$ cat config.mk
export PLATFORM = sky130hd
export DESIGN_NAME = ace_rd_arbiter
export DESIGN_NICKNAME = d
export VERILOG_FILES = /design/src/rtl/ace_rd_arbiter_pkg.sv /design/src/rtl/ace_rd_arbiter_rr.sv /design/src/rtl/ace_rd_arbiter.sv
export SDC_FILE = /design/constraint.sdc
export NUM_CORES = 1
export LEC_CHECK = 0
export CORE_AREA = 2 2 268 270
export DETAILED_ROUTE_END_ITERATION = 16
export DIE_AREA = 0 0 270 272
export PLACE_DENSITY = 0.39
export SLEW_MARGIN = 40
export SYNTH_ARGS = -nofsm -noshare
export SYNTH_HDL_FRONTEND = slang
export SYNTH_SLANG_ARGS = --single-unit
$ cat constraint.sdc
create_clock -name clk -period 2.8 [get_ports clk]
set_clock_uncertainty 0.1 [all_clocks]
set_input_delay 0.56 -clock clk [delete_from_list [all_inputs] [get_ports clk]]
set_output_delay 0.56 -clock clk [all_outputs]
set_load 0.01 [all_outputs]
$ cat src/rtl/ace_rd_arbiter_pkg.sv
// Shared types and ACE encodings for the cache-refill read arbiter.
// Also holds the ARSNOOP codes that the refill requesters drive.
package ace_rd_arbiter_pkg;

  localparam int ARUSER_WIDTH = 1;

  localparam logic [3:0] ARCACHE_LINE_READ  = 4'b0011;
  localparam logic [1:0] ARDOMAIN_INNER     = 2'b01;
  localparam logic [1:0] ARBURST_INCR       = 2'b01;
  localparam logic [3:0] ARSNOOP_READSHARED = 4'b0001;
  localparam logic [3:0] ARSNOOP_READUNIQUE = 4'b0111;

  typedef enum logic [1:0] {
    ST_IDLE = 2'd0,
    ST_AR   = 2'd1,
    ST_R    = 2'd2,
    ST_ACK  = 2'd3
  } ace_rd_state_e;

  // Width-independent part of the AR payload captured at grant time.
  typedef struct packed {
    logic [3:0] snoop;
    logic       owner;
  } ar_ctrl_t;

endpackage

$ cat src/rtl/ace_rd_arbiter_rr.sv
// Two-way round-robin grant with its own priority pointer.
// Reusable by the write and snoop paths.
module rr_arbiter2 (
  input  logic       clk,
  input  logic       rst,
  input  logic [1:0] req_i,
  input  logic       advance_i,
  output logic [1:0] gnt_o,
  output logic       gnt_idx_o
);

  logic ptr_q, ptr_d;

  always_comb begin
    gnt_idx_o = req_i[ptr_q] ? ptr_q : ~ptr_q;
    gnt_o     = 2'b00;
    if (|req_i) gnt_o[gnt_idx_o] = 1'b1;
    // After a grant the port that lost gets priority next time.
    ptr_d = ptr_q;
    if (advance_i && (|req_i)) ptr_d = ~gnt_idx_o;
  end

  always_ff @(posedge clk) begin
    if (rst) ptr_q <= 1'b0;
    else     ptr_q <= ptr_d;
  end

endmodule

$ cat src/rtl/ace_rd_arbiter.sv
// Shares the single ACE read path between I-cache (port 0) and D-cache (port 1)
// refills: one line read at a time, round-robin grant, RACK after the last beat.
module ace_rd_arbiter
  import ace_rd_arbiter_pkg::*;
#(
  parameter int ADDR_WIDTH = 32,
  parameter int DATA_WIDTH = 256,
  parameter int ID_WIDTH   = 4,
  parameter int LEN        = 0
) (
  input  logic                    clk,
  input  logic                    rst,
  input  logic [1:0]              req_valid,
  output logic [1:0]              req_ready,
  input  logic [2*ADDR_WIDTH-1:0] req_addr,
  input  logic [7:0]              req_snoop,
  output logic [1:0]              rsp_valid,
  input  logic [1:0]              rsp_ready,
  output logic [DATA_WIDTH-1:0]   rsp_data,
  output logic [3:0]              rsp_resp,
  output logic                    rsp_last,
  output logic [ID_WIDTH-1:0]     arid,
  output logic [ADDR_WIDTH-1:0]   araddr,
  output logic [7:0]              arlen,
  output logic [2:0]              arsize,
  output logic [1:0]              arburst,
  output logic [3:0]              arsnoop,
  output logic [1:0]              ardomain,
  output logic [1:0]              arbar,
  output logic [3:0]              arcache,
  output logic [2:0]              arprot,
  output logic                    arlock,
  output logic [3:0]              arqos,
  output logic [3:0]              arregion,
  output logic [ARUSER_WIDTH-1:0] aruser,
  output logic                    arvalid,
  input  logic                    arready,
  input  logic [ID_WIDTH-1:0]     rid,
  input  logic [DATA_WIDTH-1:0]   rdata,
  input  logic [3:0]              rresp,
  input  logic                    rlast,
  input  logic                    rvalid,
  output logic                    rready,
  output logic                    rack,
  output logic                    id_err
);

  localparam logic [7:0] ARLEN  = 8'(LEN);
  localparam logic [2:0] ARSIZE = 3'($clog2(DATA_WIDTH / 8));

  ace_rd_state_e          state_q, state_d;
  ar_ctrl_t               ctrl_q, ctrl_d;
  logic [ADDR_WIDTH-1:0]  addr_q, addr_d;
  logic                   id_err_q, id_err_d;

  logic [1:0]             gnt;
  logic                   gnt_idx;
  logic                   in_idle, in_ar, in_r;
  logic                   r_hs;
  logic [ID_WIDTH-1:0]    arid_int;

  assign in_idle  = (state_q == ST_IDLE);
  assign in_ar    = (state_q == ST_AR);
  assign in_r     = (state_q == ST_R);
  assign arid_int = ID_WIDTH'(ctrl_q.owner);

  rr_arbiter2 u_arb (
    .clk       (clk),
    .rst       (rst),
    .req_i     (req_valid),
    .advance_i (in_idle),
    .gnt_o     (gnt),
    .gnt_idx_o (gnt_idx)
  );

  // Requests are only seen in IDLE, so nothing is accepted while busy.
  assign req_ready = (in_idle && !rst) ? gnt : 2'b00;

  assign rready = in_r && rsp_ready[ctrl_q.owner];
  assign r_hs   = rvalid && rready;

  always_comb begin
    state_d  = state_q;
    ctrl_d   = ctrl_q;
    addr_d   = addr_q;
    id_err_d = id_err_q;
    case (state_q)
      ST_IDLE: begin
        if (|req_valid) begin
          state_d      = ST_AR;
          ctrl_d.owner = gnt_idx;
          ctrl_d.snoop = gnt_idx ? req_snoop[7:4] : req_snoop[3:0];
          addr_d       = gnt_idx ? req_addr[2*ADDR_WIDTH-1:ADDR_WIDTH]
                                 : req_addr[ADDR_WIDTH-1:0];
        end
      end
      ST_AR: begin
        if (arready) state_d = ST_R;
      end
      ST_R: begin
        if (r_hs) begin
          if (rid != arid_int) id_err_d = 1'b1;
          if (rlast) state_d = ST_ACK;
        end
      end
      ST_ACK: begin
        state_d = ST_IDLE;
      end
      default: begin
        state_d = ST_IDLE;
      end
    endcase
  end

  always_ff @(posedge clk) begin
    if (rst) begin
      state_q  <= ST_IDLE;
      id_err_q <= 1'b0;
    end else begin
      state_q  <= state_d;
      id_err_q <= id_err_d;
    end
  end

  // Payload registers need no reset: every output using them is gated by state.
  always_ff @(posedge clk) begin
    ctrl_q <= ctrl_d;
    addr_q <= addr_d;
  end

  assign arvalid  = in_ar;
  assign arid     = in_ar ? arid_int           : '0;
  assign araddr   = in_ar ? addr_q             : '0;
  assign arlen    = in_ar ? ARLEN              : '0;
  assign arsize   = in_ar ? ARSIZE             : '0;
  assign arburst  = in_ar ? ARBURST_INCR       : '0;
  assign arsnoop  = in_ar ? ctrl_q.snoop       : '0;
  assign ardomain = in_ar ? ARDOMAIN_INNER     : '0;
  assign arcache  = in_ar ? ARCACHE_LINE_READ  : '0;
  assign arbar    = '0;
  assign arprot   = '0;
  assign arlock   = 1'b0;
  assign arqos    = '0;
  assign arregion = '0;
  assign aruser   = '0;

  // R beats pass straight through to the owner; the other port never sees them.
  assign rsp_valid = (in_r && rvalid) ? (ctrl_q.owner ? 2'b10 : 2'b01) : 2'b00;
  assign rsp_data  = in_r ? rdata : '0;
  assign rsp_resp  = in_r ? rresp : '0;
  assign rsp_last  = in_r ? rlast : 1'b0;

  assign rack   = (state_q == ST_ACK);
  assign id_err = id_err_q;

endmodule
==> flow_summary.json <==
{
  "outcome": "completed",
  "drc": 0,
  "vias": 5732,
  "setup_viol": 0,
  "cts_tree": "done",
  "cts_made_buffers": 5,
  "ys_seq_area_share_pct": 28.5,
  "grt_pass1_wl_mm": 56.4,
  "period_needed_ns": 2.71,
  "drt_first_pass_iters": 6,
  "period_share_pct": 97.0,
  "clkTransAtPathRegs_ns": 0.06,
  "hpwl_mm": 39.7,
  "grt_max_degree": 46,
  "hold_depth": 2,
  "synth_area_per_cell_um2": 8.58,
  "cp.buffers_inverters": 2,
  "cts_hold_buf": 0,
  "p_leak_nw": 5.07,
  "synth_cell_type_count": 27,
  "start_util_pct": 5.90,
  "syn_area_mm2": 0.00418,
  "total_power_mw": 6.37,
  "grt_usage_pct": 11.2,
  "hp-class": "reg -> reg",
  "final_common_cell": "clkdlybuf4s50_1",
  "regArea_mm2": 0.00119,
  "gr-total-overflow": 0,
  "slowest_delay_ns": 0.57,
  "drtIter0Drc": 135,
  "final_cell_mix": "clkdlybuf4s50_1 (572), and2_1 (298), buf_4 (40)",
  "syn_to_final_growth_pct": 193,
  "reg2reg_depth": 3,
  "ys_ff_latch": 41,
  "cp-startpoint": "req_valid[1]",
  "path_common_cell": "clkdlybuf4s50_1",
  "postSynthCellCount": 487,
  "ys_warn_count": 0,
  "hold_start": "id_err",
  "path_class": "in -> out",
  "worstPathMaxFanout": 3,
  "clk_latency_ns": 0.30,
  "clock_sink_count": 41,
  "vias_per_cell": 2.75,
  "wl_mm": 43.3,
  "crit_chain": "clkdlybuf4s50_1 -> o21ai_1 -> nor3_2 -> clkdlybuf4s50_1",
  "worstReg2RegStart": "u_arb.ptr_q",
  "cp.depth": 4,
  "pwr_density_cell_mw_per_mm2": 521,
  "clock_path_buffers": 2,
  "fin_tns_setup_ns": 0,
  "cp-start-kind": "primary input",
  "cpMaxStageDelayCell": "clkdlybuf4s50_1",
  "portBuffers": 656,
  "cp.required_ns": 2.14,
  "drive_above_1_share_pct": 9.89,
  "end_kind": "output port",
  "antenna_found_initial": 11,
  "cp_top_family": "buffers and inverters",
  "row_count": 98,
  "maxCapViolations": 0,
  "place.gp.congestion": 0.926,
  "irDropWorstVdd_mv": 0.234,
  "coreArea_mm2": 0.0708,
  "cts_max_level": 2,
  "hold_violations": 0,
  "antenna_left": 0,
  "fin_util_pct": 17.3,
  "fmax_mhz": 368,
  "multi_input_area_mm2": 0.00266,
  "io_pins": 688,
  "crit_arrival_ns": 2.05,
  "die_x_um": 270,
  "num-nets-final": 1481,
  "rsz0062_at_grt": "yes",
  "wl_per_cell_um": 20.8,
  "die_y_um": 272,
  "clock-root-buffer": "clkbuf_16",
  "drv_slew": 0,
  "grt_pass1_vias": 6232,
  "fillers": 8010,
  "die_area_mm2": 0.0734
}
[cell usage after synthesis]
master	count	share of area [%]
buf_4	39	7.0
buf_2	1	0.12
and2_1	298	45
and3_1	2	0.30
xnor2_1	1	0.21
edfxtp_1	37	27
dfxtp_1	4	1.9
buf_6	1	0.27
nor2_1	6	0.54
mux2i_1	3	0.72
mux2i_2	1	0.33
ha_1	4	1.2
nand2_1	3	0.27
conb_1	1	0.090
inv_1	5	0.45
o21ai_0	2	0.24
nor3_2	1	0.24
mux2_2	29	7.8
nor2b_1	1	0.15
a211oi_1	1	0.18
nand2b_1	3	0.45
mux2_4	7	2.5
nor3_1	2	0.24
clkbuf_1	32	2.9
o21a_1	1	0.18
buf_8	1	0.36
a21oi_1	1	0.12
[per-layer routing]
metal	global-route usage, %	routed length [um]
met5	0	71
met4	1.08	209
met2	18.7	19900
met1	12.1	16100
met3	7.75	7010
[cells by family (layout without fill, tap and decap cells)]
kind of cell	count (synthesis)	count (layout)	share of synthesized area (%)
adder cells (fa/ha/maj)	4	4	1.20
buffers and inverters	79	694	11.1
XOR/XNOR	1	1	0.210
multiplexers	40	40	11.4
flip-flops	41	41	28.5
AND/OR/NAND/NOR	316	316	46.8
other	1	33	0.0898
AO/OA/AOI/OAI	5	5	0.719
[final timing paths]
check | to | slack [ns]
max reg2reg | ctrl_q[2] | 0.96
max | req_ready[1] | 0.09
min | id_err | 0.38
min reg2reg | id_err | 0.38
[state kept, by name, indices dropped and copies added (netlist names)]
signal       count
state_q          2
id_err           1
ctrl_q           4
u_arb.ptr_q      1
addr_q          32
arid_int         1
[area by class of cell]
| cell class | instances | share of cell area, % |
|---|---|---|
| multi-input combinational | 397 | 21.8 |
| sequential | 41 | 9.76 |
| tap | 950 | 9.72 |
| clock buffer | 5 | 1.02 |
| inverter | 5 | 0.154 |
| clock inverter | 2 | 0.0921 |
| timing repair buffer | 682 | 57.4 |
| antenna | 2 | 0.0409 |
[through the flow]
stage / setup slack [ns] / instances / area, um^2 / hold WS, ns
2_1_floorplan: 0.783 / 517 / 4290 / 0.381
3_3_place_gp: -0.0381 / 2068 / 11900 / 0.379
3_5_place_dp: -0.0210 / 2068 / 11900 / 0.375
4_1_cts: 0.00531 / 2083 / 12100 / 0.392
5_1_grt: 0.000380 / 2083 / 12200 / 0.425
6_report: 0.0851 / 2084 / 12200 / 0.384
[power by group]
group | internal [mW] | leakage [nW] | total, mW | switching [mW]
clock | 0.323 | 0.0633 | 0.587 | 0.264
sequential | 0.923 | 0.394 | 0.988 | 0.0649
combinational | 2.66 | 4.61 | 4.79 | 2.13
total | 3.91 | 5.07 | 6.37 | 2.46
[tightest hold or removal path: stages, from the launching register on]
cell	delay (ns)
dfxtp_1	0.33
nor2_1	0.05
nor2_1	0.07
[repair_timing]
action                                  CTS  global route
endpoints found under the setup margin   82            77
setup buffers                             6             0
pin swaps                                 1             1
resized for setup                        23            37
gates cloned                              2             0
(Power assumes the default switching activity.)
